<file path="config.mk">
export PLATFORM = sky130hd
export DESIGN_NAME = regbank_dump_reader
export DESIGN_NICKNAME = d
export VERILOG_FILES = /design/src/rtl/regbank_dump_reader.sv
export SDC_FILE = /design/constraint.sdc
export NUM_CORES = 1
export LEC_CHECK = 0
export ABC_CLOCK_PERIOD_IN_PS = 2600
export BUFFER_PORTS_ARGS = -buffer_cell sky130_fd_sc_hd__buf_2
export CAP_MARGIN = 20
export CORE_MARGIN = 8
export CORE_UTILIZATION = 40
export DETAILED_ROUTE_END_ITERATION = 16
export GPL_TIMING_DRIVEN = 0
export HOLD_SLACK_MARGIN = 0.03
export PLACE_DENSITY_LB_ADDON = 0.12
export SLEW_MARGIN = 10
export SYNTH_ARGS = -nofsm -noshare
export SYNTH_HDL_FRONTEND = slang
export SYNTH_SLANG_ARGS = --single-unit
</file>
<file path="constraint.sdc">
create_clock -name clock -period 2.6 [get_ports clock]
set_input_delay 0.52 -clock clock [delete_from_list [all_inputs] [get_ports clock]]
set_output_delay 0.52 -clock clock [all_outputs]
set_load 0.1 [all_outputs]
</file>
<file path="src/rtl/regbank_dump_reader.sv">
// Walks a register bank from address 0 to the top and streams every word out
// as bytes, most significant byte first, over a valid/ready byte channel.
module regbank_dump_reader #(
    parameter int ADDR_BITS = 5,
    parameter int WORD_WIDE = 32
) (
    input  logic                 clock,
    input  logic                 reset,
    input  logic                 start,
    output logic [ADDR_BITS-1:0] rdAddr,
    input  logic [WORD_WIDE-1:0] rdData,
    output logic [7:0]           txData,
    output logic                 txValid,
    input  logic                 txReady,
    output logic                 busy,
    output logic                 done
);

    localparam int BYTES    = WORD_WIDE / 8;
    localparam int CNT_BITS = (BYTES > 1) ? $clog2(BYTES) : 1;
    localparam logic [CNT_BITS-1:0] LAST_BYTE = CNT_BITS'(BYTES - 1);

    typedef enum logic [1:0] {IDLE, LOAD, SEND, FINISH} state_t;

    state_t                state;
    logic [WORD_WIDE-1:0]  shiftReg;
    logic [CNT_BITS-1:0]   byteCnt;

    // The outgoing byte is always the top of the snapshot register.
    assign txData = shiftReg[WORD_WIDE-1 -: 8];

    always_ff @(posedge clock or posedge reset) begin
        if (reset) begin
            state    <= IDLE;
            rdAddr   <= '0;
            shiftReg <= '0;
            byteCnt  <= '0;
            txValid  <= 1'b0;
            busy     <= 1'b0;
            done     <= 1'b0;
        end else begin
            case (state)
                IDLE: begin
                    if (start) begin
                        rdAddr <= '0;
                        busy   <= 1'b1;
                        state  <= LOAD;
                    end
                end
                LOAD: begin
                    // Snapshot the word so later bank writes cannot corrupt it.
                    shiftReg <= rdData;
                    byteCnt  <= '0;
                    txValid  <= 1'b1;
                    state    <= SEND;
                end
                SEND: begin
                    if (txReady) begin
                        if (byteCnt != LAST_BYTE) begin
                            shiftReg <= shiftReg << 8;
                            byteCnt  <= byteCnt + CNT_BITS'(1);
                        end else if (rdAddr != '1) begin
                            rdAddr  <= rdAddr + ADDR_BITS'(1);
                            txValid <= 1'b0;
                            state   <= LOAD;
                        end else begin
                            // Top address reached: rdAddr parks here until the next start.
                            txValid <= 1'b0;
                            done    <= 1'b1;
                            state   <= FINISH;
                        end
                    end
                end
                FINISH: begin
                    done  <= 1'b0;
                    busy  <= 1'b0;
                    state <= IDLE;
                end
                default: begin
                    txValid <= 1'b0;
                    done    <= 1'b0;
                    busy    <= 1'b0;
                    state   <= IDLE;
                end
            endcase
        end
    end

endmodule

</file>
# Yosys cells after proc, flatten, opt, wreduce, memory -nomap -nowiden
# Index checks and enable logic that the tools add are counted.
[totals] wordCells=56 out_inout_bits=16 reg_bits=44 inputBits=36
[classes] mux=25 n_eq_ne=11 n_reduce_logical=11 add_sub_neg=2
[op_table] cell="$mux 32" count=2
[op_table] cell="$pmux 32 s2" count=1
[op_table] cell="$mux 5" count=4
[op_table] cell="$ne 2x2->1 const B" count=7
[op_table] cell="$mux 2" count=6
[op_table] cell="$pmux 5 s2" count=1
[op_table] cell="$reduce_and 3->1" count=3
[op_table] cell="$pmux 2 s4" count=1
[op_table] cell="$reduce_bool 2->1" count=4
[op_table] cell="$mux 1" count=6
[op_table] cell="$pmux 1 s2" count=3
[op_table] cell="$add 5x1->5 const B" count=1
[op_table] cell="$ne 5x5->1 const B" count=1
[op_table] cell="$reduce_and 5->1" count=1
[op_table] cell="$eq 2x2->1 const B" count=2
[op_table] cell="$pmux 2 s2" count=1
[op_table] cell="$reduce_and 4->1" count=1
[op_table] cell="$add 2x1->2 const B" count=1
[op_table] cell="$eq 2x1->1 const B" count=1
[op_table] cell="$logic_not 2->1" count=1
[op_table] cell="$reduce_and 2->1" count=1

# Depth between registers and ports, before layout
[depth] ltp_word=5 depth_mapped=6 depth_no_buf=6

# Worst setup path after synthesis
# No wires, ideal clock.
[synth_timing] kind="register -> register" start="register rdAddr[0]" end="register rdAddr[3]" arrival_time_ns=2.293 required_ns=2.528 setup_ns=0.072 synth_period_minus_slack_ns=2.366 path_slack_ns=0.234 stages_incl_launch_ff=7 path_buffers=0 cell_sequence="dfrtp_1 > ha_1 > and3_1 > ha_1 > nand3b_1 > or4_1 > nand3_1"
[synth_via] elab_chain_len=5 elab_cells_between_ends=8 cone_classes="add/sub (1); eq/ne (2); mux (4); reduce/logical (1)"
[synth_lines] item="start, declared" line="10" text="output logic [ADDR_BITS-1:0] rdAddr,"
[synth_lines] item="start signal, assigned" line="63" text="rdAddr <= rdAddr + ADDR_BITS'(1);"
[synth_lines] item="$add 5x1->5" line="63"
[synth_lines] item="$mux 5" line="62" text="end else if (rdAddr != '1) begin"
[synth_lines] item="$mux 5" line="59" text="if (byteCnt != LAST_BYTE) begin"
[synth_lines] item="$mux 5" line="58" text="if (txReady) begin"
[synth_lines] item="$pmux 5 s2" line="42" text="case (state)"
# Several ways; a longest one is shown, not always the timed one. The select of a mux whose other input is x is not followed.
# A chain may end at the register's enable or synchronous reset.

# Worst setup path after layout
# Ends and elaborated chain as after synthesis.

==> results.ini <==
[cts]
clk_path_buf_depth = 2
cts_root_buf = clkbuf_8
clkTransAtPathRegs_ns = 0.09
cts_tree = yes
clk_latency_ns = 0.30
cts.sinks = 44
cts_buffers = 5
cts-resized-gates = 0
post_cts_buffers = 0
cts_hold_buf = 0
htreeDepth = 2

[finish]
area_growth_pct = 21.5
fin_util_pct = 49.4
fin_nets = 274
ff_latch_area_um2 = 1100
diodes = 0
n_fill_cell = 505
layout-drive-gt1-share_pct = 54.2
multi_input_area_um2 = 950

[route]
vias_per_cell = 4.95
wl_per_cell_um = 15.2
first_pass_iters = 4
drt_iter0_drc = 33
postRouteAntennaNets = 0
num_vias = 1526
routed_wl_mm = 4.68
drc = 0

[global_route]
grt_overflow = 0
grt_pass1_vias = 1663
track_usage_pct = 12.3
antenna_found_initial = 0
grt_pass1_wl_mm = 8.21
grt_max_degree = 37

[critical_path]
required_ns = 2.84
slowest_stage = or4_1
critPathTopFamily = simple AND/OR/NAND/NOR gates
crit_buf_inv = 0
cpPeakStageDelay_ns = 0.51
worstSetupPathType = reg2reg
worstPathCellList = ha_1 > and3_1 > ha_1 > nand3b_1 > or4_1 > nand3_1
critPathLaunch = rdAddr[0]$_DFFE_PP0P_
path_max_fanout = 6
cp.arrival_ns = 2.24
endpoint_kind = register
crit_top_cell = ha_1
start_kind = register
reg2reg_from = rdAddr[0]$_DFFE_PP0P_

[floorplan]
die-area_um2 = 8170
num_rows = 27
ios = 52
coreArea_um2 = 5440
die_height_um = 90.4
die_w_um = 90.4
initial_core_util_pct = 40.7

[sta]
setup_tns_ns = 0
skew_ns = 0.0125
slew_headroom_pct = 67.3
hold_viol = 0
period_share_pct = 77.0
whs_ns = 0.113
fmax_mhz = 499
tightest_slew_ns = 0.494
rsz0062_at_grt = false
setup_viol = 0
min_period_ns = 2.00
maxSlewViolCount = 0

[outcome]
status = finished clean

[placed_design]
io_buffers = 50
hpwl_mm = 3.43
finalWeightedCongestion = 0.700

[pwr]
p_int_mw = 2.06
power_switching_mw = 1.56
seq_power_share_pct = 31.7
ir_drop_uv = 656
p_leak_nw = 1.29
power.total_mw = 3.62
p_comb_share_pct = 53.5
p_sw_share_pct = 43.1
power_density_nw_per_um2 = 1350
p_clk_share_pct = 14.8

[min_path]
hold_path_class = in2async

[yosys]
yosys_warnings = 0
synth-seq-cells = 44
synth_top_area_share_pct = 49.8
synth_area_leaders = dfrtp_1 50%, mux2_2 24%, buf_4 3.4%
ys_seq_area_share_pct = 49.8
yosys.area.top_type = dfrtp_1
synth_cells = 177
synth_area_um2 = 2210
avgSynthCellArea_um2 = 12.5
synth.distinct_cells = 35
synthesis.nets = 216

[run]
drv_cap = 0

## per-layer routing
metal  vias to the layer above  global-route usage, %  wire [µm]
met1                       734                   14.7       2110
met4                         0                   4.16         63
met5                         -                      0          0
met2                        32                   20.4       2300
met3                         5                   3.74        209
li1                        755                      -          -
## cell usage in the layout, fill, tap and decap left out, drive strengths merged, types with 2 or more instances in the layout
cell    synthesis  routed
nand3          10      10
nand4           3       3
a21oi           5       5
nor3b           2       2
o21bai          2       2
buf            18      69
a22o            8       8
inv             5       6
clkbuf          2       7
mux2           48      48
ha              3       3
nand2           7       7
nand2b          3       3
o22ai           2       2
dfrtp          44      44
o21ai           2       2
## through the flow
step           setup slack [ns]  instance area, µm²  std cells
5_1_grt                   0.490                2690        308
2_1_floorplan             0.234                2210        177
3_5_place_dp              0.621                2570        300
6_report                  0.597                2690        308
4_1_cts                   0.597                2690        308
3_3_place_gp              0.375                2550        299
## worst register-to-register path, stage by stage, from the launching register on
cell	delay [ns]
dfrtp_1	0.44
ha_1	0.23
and3_1	0.19
ha_1	0.21
nand3b_1	0.27
or4_1	0.51
nand3_1	0.09
## path summary, 6_finish.rpt
check                                            to  slack [ns]  cells after the start
setup / recovery              rdAddr[3]$_DFFE_PP0P_        0.60                      6
hold / removal             shiftReg[11]$_DFFE_PP0P_        0.11                      2
setup reg to reg              rdAddr[3]$_DFFE_PP0P_        0.60                      6
hold reg to reg             shiftReg[5]$_DFFE_PP0P_        0.50                      1
max in group asynchronous       txValid$_DFFE_PP0P_        2.03                      3
min in group clock          shiftReg[1]$_DFFE_PP0P_        0.43                      2
## registers in the layout, indices dropped and copies added (netlist names)
signal and cells:
busy 1, shiftReg 32, state 2, rdAddr 5
byteCnt 2, txValid 1, done 1
## Yosys cell counts, drive strengths merged
cell,number
mux2,48
dfrtp,44
buf,18
nand3,10
a22o,8
nand2,7
a21oi,5
inv,5
ha,3
nand2b,3
nand4,3
clkbuf,2
nor3b,2
o21ai,2
o21bai,2
o22ai,2
a41oi,1
and3,1
and3b,1
mux2i,1
nand3b,1
nand4b,1
nor2,1
nor2b,1
o211ai,1
o22a,1
o2bb2ai,1
o311ai,1
or4,1
## cells by family after synthesis
family | count (synthesis) | share of synthesized area [%]
mux | 49 | 24.9
flops | 44 | 49.8
simple gates | 32 | 8.26
buf+inv | 25 | 7.30
compound gates | 24 | 8.09
fa+ha+maj | 3 | 1.70
## final cells by class
cell class,instances,area share [%]
multi-input cells,108,35.3
flip-flops and latches,44,41.0
well taps,72,3.35
clock inverters,3,1.72
clock buffers,5,2.56
plain buffers,20,5.31
inverters,5,0.698
repair buffers,51,10.1
## power by group through the flow
stage                     combinational (mW)  sequential, mW  clock (mW)
after floorplan                         1.52            1.26           0
after global placement                  1.94            1.15           0
after detailed placement                1.96            1.16           0
after CTS                               1.97            1.15       0.552
after global routing                    2.08            1.19       0.582
final                                   1.94            1.15       0.536
(Power assumes the default switching activity.)
